`config.mk`:
```
export PLATFORM = sky130hd
export DESIGN_NAME = demux_dispatch_controller
export DESIGN_NICKNAME = d
export VERILOG_FILES = /design/src/rtl/demux_dispatch_controller.sv
export SDC_FILE = /design/constraint.sdc
export NUM_CORES = 1
export LEC_CHECK = 0
export ABC_CLOCK_PERIOD_IN_PS = 2600
export CAP_MARGIN = 20
export CORE_MARGIN = 8
export CORE_UTILIZATION = 25
export CTS_CLUSTER_DIAMETER = 60
export DETAILED_ROUTE_END_ITERATION = 7
export PLACE_DENSITY = 0.46
export SYNTH_ARGS = -nofsm -noshare
export SYNTH_HDL_FRONTEND = slang
export SYNTH_SLANG_ARGS = --single-unit
```
`constraint.sdc`:
```
create_clock -name clk -period 2.6 [get_ports clk]
set_clock_uncertainty 0.05 [all_clocks]
set_input_delay 0.52 -clock clk [delete_from_list [all_inputs] [get_ports clk]]
set_output_delay 0.52 -clock clk [all_outputs]
set_load 0.02 [all_outputs]
```
`src/rtl/demux_dispatch_controller.sv`:
```
// Dispatch controller for the 4-way destination demux: buffers {dest, data} words in a
// small FIFO and drives registered dm_data/dm_sel/dm_enable with minimum hold and ack timeout.
module demux_dispatch_controller #(
    parameter int DATA_W      = 4,
    parameter int FIFO_DEPTH  = 4,
    parameter int HOLD_CYCLES = 3,
    parameter int TIMEOUT     = 15
) (
    input  logic                          clk,
    input  logic                          reset,
    input  logic [DATA_W-1:0]             in_data,
    input  logic [1:0]                    in_dest,
    input  logic                          in_valid,
    output logic                          in_ready,
    input  logic [3:0]                    dest_ack,
    output logic [DATA_W-1:0]             dm_data,
    output logic [1:0]                    dm_sel,
    output logic                          dm_enable,
    output logic                          busy,
    output logic [$clog2(FIFO_DEPTH):0]   fifo_count,
    output logic [7:0]                    drop_count
);

    localparam int PTR_W = $clog2(FIFO_DEPTH);
    localparam int CNT_W = $clog2(TIMEOUT) + 1;
    localparam logic [PTR_W:0]   FULL_CNT  = (PTR_W+1)'(FIFO_DEPTH);
    localparam logic [CNT_W-1:0] HOLD_LAST = CNT_W'(HOLD_CYCLES - 1);
    localparam logic [CNT_W-1:0] TMO_LAST  = CNT_W'(TIMEOUT - 1);

    typedef enum logic [1:0] {IDLE, DRIVE, GAP} state_t;

    state_t              state_q, state_d;
    logic [DATA_W+1:0]   mem_q [FIFO_DEPTH];
    logic [PTR_W-1:0]    wr_ptr_q, rd_ptr_q;
    logic [PTR_W:0]      count_q, count_d;
    logic [CNT_W-1:0]    cnt_q, cnt_d;
    logic                ack_seen_q, ack_seen_d;
    logic [DATA_W-1:0]   dm_data_q, dm_data_d;
    logic [1:0]          dm_sel_q, dm_sel_d;
    logic                dm_enable_q, dm_enable_d;
    logic [7:0]          drop_q, drop_d;
    logic                full, empty, push, pop, ack_now, ack_any;
    logic [DATA_W+1:0]   head;

    assign full     = (count_q == FULL_CNT);
    assign empty    = (count_q == '0);
    assign in_ready = !full;
    assign push     = in_valid && !full;
    assign head     = mem_q[rd_ptr_q];
    assign ack_now  = dest_ack[dm_sel_q];
    assign ack_any  = ack_seen_q || ack_now;

    always_comb begin
        state_d     = state_q;
        cnt_d       = cnt_q;
        ack_seen_d  = ack_seen_q;
        dm_data_d   = dm_data_q;
        dm_sel_d    = dm_sel_q;
        dm_enable_d = 1'b0;
        drop_d      = drop_q;
        pop         = 1'b0;
        case (state_q)
            IDLE: begin
                if (!empty) begin
                    pop         = 1'b1;
                    dm_data_d   = head[DATA_W-1:0];
                    dm_sel_d    = head[DATA_W+1:DATA_W];
                    cnt_d       = '0;
                    ack_seen_d  = 1'b0;
                    dm_enable_d = 1'b1;
                    state_d     = DRIVE;
                end
            end
            DRIVE: begin
                dm_enable_d = 1'b1;
                cnt_d       = cnt_q + 1'b1;
                ack_seen_d  = ack_any;
                // Delivery is checked first so a late ack on the timeout edge still counts.
                if (cnt_q >= HOLD_LAST && ack_any) begin
                    dm_enable_d = 1'b0;
                    dm_data_d   = '0;
                    state_d     = GAP;
                end else if (cnt_q == TMO_LAST) begin
                    dm_enable_d = 1'b0;
                    dm_data_d   = '0;
                    state_d     = GAP;
                    if (drop_q != 8'hFF) drop_d = drop_q + 1'b1;
                end
            end
            GAP:     state_d = IDLE;
            default: state_d = IDLE;
        endcase
    end

    always_comb begin
        count_d = count_q;
        case ({push, pop})
            2'b10:   count_d = count_q + 1'b1;
            2'b01:   count_d = count_q - 1'b1;
            default: count_d = count_q;
        endcase
    end

    always_ff @(posedge clk or posedge reset) begin
        if (reset) begin
            state_q     <= IDLE;
            wr_ptr_q    <= '0;
            rd_ptr_q    <= '0;
            count_q     <= '0;
            cnt_q       <= '0;
            ack_seen_q  <= 1'b0;
            dm_data_q   <= '0;
            dm_sel_q    <= 2'b00;
            dm_enable_q <= 1'b0;
            drop_q      <= '0;
        end else begin
            state_q     <= state_d;
            count_q     <= count_d;
            cnt_q       <= cnt_d;
            ack_seen_q  <= ack_seen_d;
            dm_data_q   <= dm_data_d;
            dm_sel_q    <= dm_sel_d;
            dm_enable_q <= dm_enable_d;
            drop_q      <= drop_d;
            if (push) wr_ptr_q <= wr_ptr_q + 1'b1;
            if (pop)  rd_ptr_q <= rd_ptr_q + 1'b1;
        end
    end

    // Storage needs no reset; occupancy alone decides what is valid.
    always_ff @(posedge clk) begin
        if (push) mem_q[wr_ptr_q] <= {in_dest, in_data};
    end

    assign dm_data    = dm_data_q;
    assign dm_sel     = dm_sel_q;
    assign dm_enable  = dm_enable_q;
    assign fifo_count = count_q;
    assign drop_count = drop_q;
    assign busy       = (state_q != IDLE) || !empty;

endmodule

```
* After elaboration in Yosys (flattened, before gate mapping)
Memories as Yosys holds them, arrays and structs flattened. Index checks and enable logic that the tools add are counted.
Cells by class: $mul 0, add/sub/neg operators 6, reduce and logical (&&, ||, !) cells 16, shifts and indexed selects 0, equal/unequal tests 8, multiplexer cells 22, bitwise operators 2, divide/modulo/power cells 0, order comparisons 2
Operators with widths (count):
- $mux W4 | 3
- $pmux W5 S2 | 1
- $add A8 B1 Y8 const B | 1
- $mux W1 | 8
- $ne A8 B8 Y1 const B | 1
- $pmux W4 S2 | 1
- $mux W2 | 3
- $pmux W3 S2 | 1
- $reduce_and A2 Y1 | 3
- $reduce_bool A2 Y1 | 3
- $add A5 B1 Y5 const B | 1
- $eq A5 B4 Y1 const B | 1
- $ge A5 B2 Y1 const B | 1
- $mux W5 | 1
- $add A2 B1 Y2 const B | 2
- $eq A2 B1 Y1 const B | 2
- $pmux W1 S2 | 2
- $pmux W2 S2 | 1
- $reduce_and A4 Y1 | 1
- $add A3 B1 Y3 const B | 1
- $eq A3 B3 Y1 const B | 1
- $logic_not A3 Y1 | 1
- $lt A2 B3 Y1 const B | 1
- $ne A3 B3 Y1 const B | 1
- 10 further kinds | 14
Word-level totals: latch bits 0, RAM bits 24, memories 1, memory bits (read-only) 0, flip-flop bits (word level) 30, input port bits 13, output and inout port bits 20
Memory list:
- mem_q | depth 4, width 6, read ports 1, clocked after Yosys merged registers in 0, write ports 1, line 33 | logic [DATA_W+1:0] mem_q [FIFO_DEPTH];

* Depth between registers and ports, before layout
word-level depth 6, depth in mapped cells 10

* Worst setup path before layout
Ideal clock, no wire load.
path type reg-to-reg, from register count_q[0] (netlist: fifo_count[0]), to register count_q[2] (netlist: fifo_count[2]), stages on the path, launching flop included 10, data required time 2.470 ns, data arrival time 2.315 ns, slack 0.155 ns, buffers on the path 1, path through dfrtp_1 nor3_1 nor3_1 clkbuf_1 ha_1 inv_1 fa_1 xor2_1 nor2_1 xor2_1
On the way: cells in the longest elaborated chain, start to end 5, elaborated cells on any way between the ends 12
Ends and longest elaborated chain:
- start, declared | line 35 | logic [PTR_W:0] count_q, count_d;
- start signal, assigned | line 118 | count_q <= count_d;
- $logic_not A3 Y1 (*) | line 46 | assign empty = (count_q == '0);
- $mux W1 (*) | line 64 | if (!empty) begin
- $mux W1 (*) | line 62 | case (state_q)
- net pop | line 42 | logic full, empty, push, pop, ack_now, ack_any;
- $eq A2 B1 Y1 or $eq A2 B2 Y1 (tied branches) | line 97 | case ({push, pop})
- $pmux W3 S2 or $reduce_bool A2 Y1 (tied branches)
The timed path passes the listed nets; every way through them passes the cells marked *. A chain may end at the register's enable or synchronous reset.

* Final worst setup path
from register count_q[0] (netlist: fifo_count[0]), to output busy
On the way: cells in the longest elaborated chain, start to end 3
Ends and longest elaborated chain:
- $logic_not A3 Y1 | line 46
- $logic_not A1 Y1 | line 140 | assign busy = (state_q != IDLE) || !empty;
- $logic_or A1 B1 Y1 | line 140
- end, declared | line 19 | output logic busy,
No other way between the ends.

==> flow_results.xml <==
<?xml version="1.0" encoding="UTF-8"?>
<metrics>
  <group name="routing">
    <metric name="highest-signal-layer" unit="">met4</metric>
    <metric name="vias" unit="">1377</metric>
    <metric name="detail_route.wirelength" unit="mm">4.53</metric>
    <metric name="length_of_routed_met3_wiring" unit="um">156</metric>
    <metric name="total_routed_wire_length_on_the_met1_layer" unit="mm">2.01</metric>
    <metric name="route.detailed.drc" unit="">0</metric>
    <metric name="ant_nets" unit="">0</metric>
    <metric name="routed_wire_length_per_instance" unit="um">14.3</metric>
    <metric name="met2_length" unit="mm">2.32</metric>
    <metric name="detail_route.first_pass.iterations" unit="">4</metric>
    <metric name="avgViaCountPerCell" unit="">4.34</metric>
    <metric name="initialDrtViolationCount" unit="">42</metric>
  </group>
  <group name="timing">
    <metric name="timing.final.hold_violations" unit="">0</metric>
    <metric name="slew_violations" unit="">0</metric>
    <metric name="max_freq" unit="MHz">452</metric>
    <metric name="final_min_period_over_clock_period" unit="%">85.0</metric>
    <metric name="max-slew-margin-rel" unit="%">69.5</metric>
    <metric name="worst_pin_slew" unit="ns">0.458</metric>
    <metric name="finalWorstPathRequiredPeriod" unit="ns">2.21</metric>
    <metric name="rsz0062_at_grt" unit="">no</metric>
    <metric name="fin_setup_tns" unit="ns">0</metric>
    <metric name="fin_hold_ws" unit="ns">0.445</metric>
    <metric name="final_setup_viols" unit="">0</metric>
    <metric name="final_critical_path_setup_slack" unit="ns">0.389</metric>
  </group>
  <group name="grt">
    <metric name="wire_length_of_the_first_global_routing_pass" unit="mm">7.80</metric>
    <metric name="grt_remaining_overflow" unit="">0</metric>
    <metric name="grt_pass1_vias" unit="">1511</metric>
    <metric name="grt.total_usage" unit="%">7.69</metric>
    <metric name="grt_antenna_before_repair" unit="">0</metric>
    <metric name="grt_start_max_net_pins" unit="">31</metric>
  </group>
  <group name="worst_setup_path">
    <metric name="setup.worst_path.start_class" unit="">register</metric>
    <metric name="crit_arrival" unit="ns">1.64</metric>
    <metric name="critPathMaxFanout" unit="">5</metric>
    <metric name="r2r-start" unit="">fifo_count[0]</metric>
    <metric name="path_class" unit="">reg -&gt; out</metric>
    <metric name="ff2ff_setup_slack" unit="ns">0.45</metric>
    <metric name="critPathCaptureType" unit="">primary output</metric>
    <metric name="r2r-end" unit="">fifo_count[2]</metric>
    <metric name="reg2reg_depth" unit="">10</metric>
    <metric name="crit_required" unit="ns">2.03</metric>
  </group>
  <group name="floorplan">
    <metric name="placeableCoreArea" unit="um^2">9200</metric>
    <metric name="initial_utilization" unit="%">25.7</metric>
    <metric name="num_io_pins" unit="">33</metric>
    <metric name="die_area" unit="um^2">12800</metric>
    <metric name="die_w" unit="um">113</metric>
    <metric name="rows" unit="">35</metric>
    <metric name="fp.dieH" unit="um">113</metric>
  </group>
  <group name="pwr">
    <metric name="power.static_leakage" unit="nW">1.16</metric>
    <metric name="power.density_cell_area" unit="nW/um^2">1020</metric>
    <metric name="vdd_drop_max" unit="mV">0.276</metric>
  </group>
  <group name="min_path">
    <metric name="whs_path_depth" unit="">1</metric>
    <metric name="hold_path_class" unit="">reg -&gt; reg</metric>
    <metric name="hold_end" unit="">drop_count[5]</metric>
    <metric name="timing.hold.worst.start" unit="">drop_count[5]</metric>
  </group>
  <group name="clocking">
    <metric name="worst_setup_hold_path_clk_slew" unit="ns">0.10</metric>
    <metric name="cts_tree" unit="">built</metric>
    <metric name="cts_made_buffers" unit="">5</metric>
    <metric name="cts.sinks" unit="">54</metric>
    <metric name="htreeDepth" unit="">2</metric>
    <metric name="cts_buffer_depth" unit="">2</metric>
    <metric name="cts-root-buf" unit="">clkbuf_8</metric>
    <metric name="cts_post_setup_buffers_inserted" unit="">0</metric>
    <metric name="clock_latency_on_the_worst_skew_pair" unit="ns">0.30</metric>
  </group>
  <group name="logic_synthesis">
    <metric name="yosys-top-cells-count" unit="">30 x dfrtp_1, 24 x edfxtp_1, 13 x inv_1</metric>
    <metric name="synth-edff-count" unit="">24</metric>
    <metric name="synthCells" unit="">168</metric>
    <metric name="synth_area_leaders" unit="">dfrtp_1 32%, edfxtp_1 30%, mux4_2 6.7%, ha_1 4.2%, xnor2_1 3.7%</metric>
    <metric name="sequential_element_share_of_the_synthesized_area" unit="%">62.2</metric>
    <metric name="asyncSetResetFlopFracSynth" unit="%">55.6</metric>
    <metric name="ys_seq_elements" unit="">54</metric>
    <metric name="dominantRegCellSynth" unit="">dfrtp_1</metric>
    <metric name="yosys.cell_count.top_type" unit="">dfrtp_1</metric>
    <metric name="synthesis.nets" unit="">190</metric>
    <metric name="netlist.area_leader.share" unit="%">31.7</metric>
    <metric name="synthDistinctLibCells" unit="">34</metric>
    <metric name="synthesis.area" unit="um^2">2370</metric>
    <metric name="yosysWarnings" unit="">0</metric>
    <metric name="syn_area_per_cell" unit="um^2">14.1</metric>
    <metric name="synth_top_cell_by_area" unit="">dfrtp_1</metric>
  </group>
  <group name="placed_design">
    <metric name="globalplace.congestion" unit="">0.694</metric>
    <metric name="place_hpwl" unit="mm">3.30</metric>
    <metric name="io_buffers" unit="">32</metric>
    <metric name="dpl_worst_slack" unit="ns">0.207</metric>
  </group>
  <group name="final_layout">
    <metric name="antennaDiodeCount" unit="">0</metric>
    <metric name="areaGrowthSynthToFinish" unit="%">23.2</metric>
    <metric name="nets" unit="">227</metric>
    <metric name="post_route_cells_drive_above_1_share" unit="%">12.1</metric>
    <metric name="final_core_utilization" unit="%">31.7</metric>
  </group>
  <group name="status">
    <metric name="outcome" unit="">completed</metric>
  </group>
  <group name="job">
    <metric name="count_of_max_cap_constraint_violations" unit="">0</metric>
  </group>
</metrics>
cell type report:
class                           count  area, um^2
Clock buffer                        5        68.8
Clock inverter                      3        21.3
Fill cell                         951        6280
Inverter                           13        48.8
Multi-Input combinational cell     96         820
Sequential cell                    54        1470
Tap cell                          111         139
Timing Repair Buffer               35         345
sequential cells by signal, summed over array words and instances (netlist names):
name	flops
dm_sel	2
mem_q	24
dm_data	4
ack_seen_q	1
dm_enable	1
wr_ptr_q	2
state_q	2
fifo_count	3
drop_count	8
rd_ptr_q	2
cnt_q	5
cells in the final DEF, fill, tap and decap left out, types with 3 or more instances in the layout:
cell	netlist	layout
and3_1	7	7
buf_4	0	3
clkbuf_8	0	5
clkdlybuf4s50_1	0	31
dfrtp_1	30	30
edfxtp_1	24	24
ha_1	8	8
inv_1	13	13
mux2_2	3	3
mux4_2	7	7
nand2_1	11	11
nand3_1	6	6
nand4_1	3	3
nor2_1	3	3
o21ai_0	9	9
xnor2_1	10	10
xor2_1	4	4
per-stage QoR:
stage               total power [W]  instances  area (um^2)
floorplan                   0.00216        168         2370
global placement            0.00258        309         2820
detailed placement          0.00257        309         2820
CTS                         0.00305        317         2910
global route                0.00324        317         2910
finish                      0.00298        317         2910
kinds of logic after synthesis:
family	after synthesis	share of synthesized area (%)
flip-flops	54	62.2
adder cells (fa/ha/maj)	9	5.08
buffers and inverters	18	3.17
multiplexers	12	9.15
AND/OR/NAND/NOR	43	9.99
AO/OA/AOI/OAI	18	5.24
XOR/XNOR	14	5.18
power breakdown:
| part | leakage [nW] | internal, W | switching (W) |
|---|---|---|---|
| Combinational | 0.512 | 0.000578 | 0.000595 |
| Sequential | 0.603 | 0.00114 | 0.000197 |
| Clock | 0.0458 | 0.000190 | 0.000279 |
| Total | 1.16 | 0.00191 | 0.00107 |
worst max-delay path by stage:
stage                       start       endpoint
floorplan           fifo_count[0]  fifo_count[2]
global placement      dest_ack[3]  drop_count[5]
detailed placement    dest_ack[3]  drop_count[6]
CTS                 fifo_count[0]           busy
global route        fifo_count[0]  fifo_count[2]
finish              fifo_count[0]           busy
metal layers:
layer | GRT usage (%) | up-vias
met5 | 0 | -
met4 | 2.40 | 0
met2 | 13.1 | 18
met3 | 2.24 | 5
met1 | 9.12 | 674
li1 | - | 680
what timing repair did:
action | 4_1_cts | 5_1_grt
gates resized for setup | 0 | 1
setup endpoints to repair | 0 | 1
hold endpoints to repair | 0 | 0
hold buffers | 0 | 0
worst max-delay path, stage by stage, from the launching register on:
cell	delay (ns)
dfrtp_1	0.44
or4_1	0.55
nand2b_1	0.15
dlymetal6s2s_1	0.20
(Power assumes the default switching activity.)
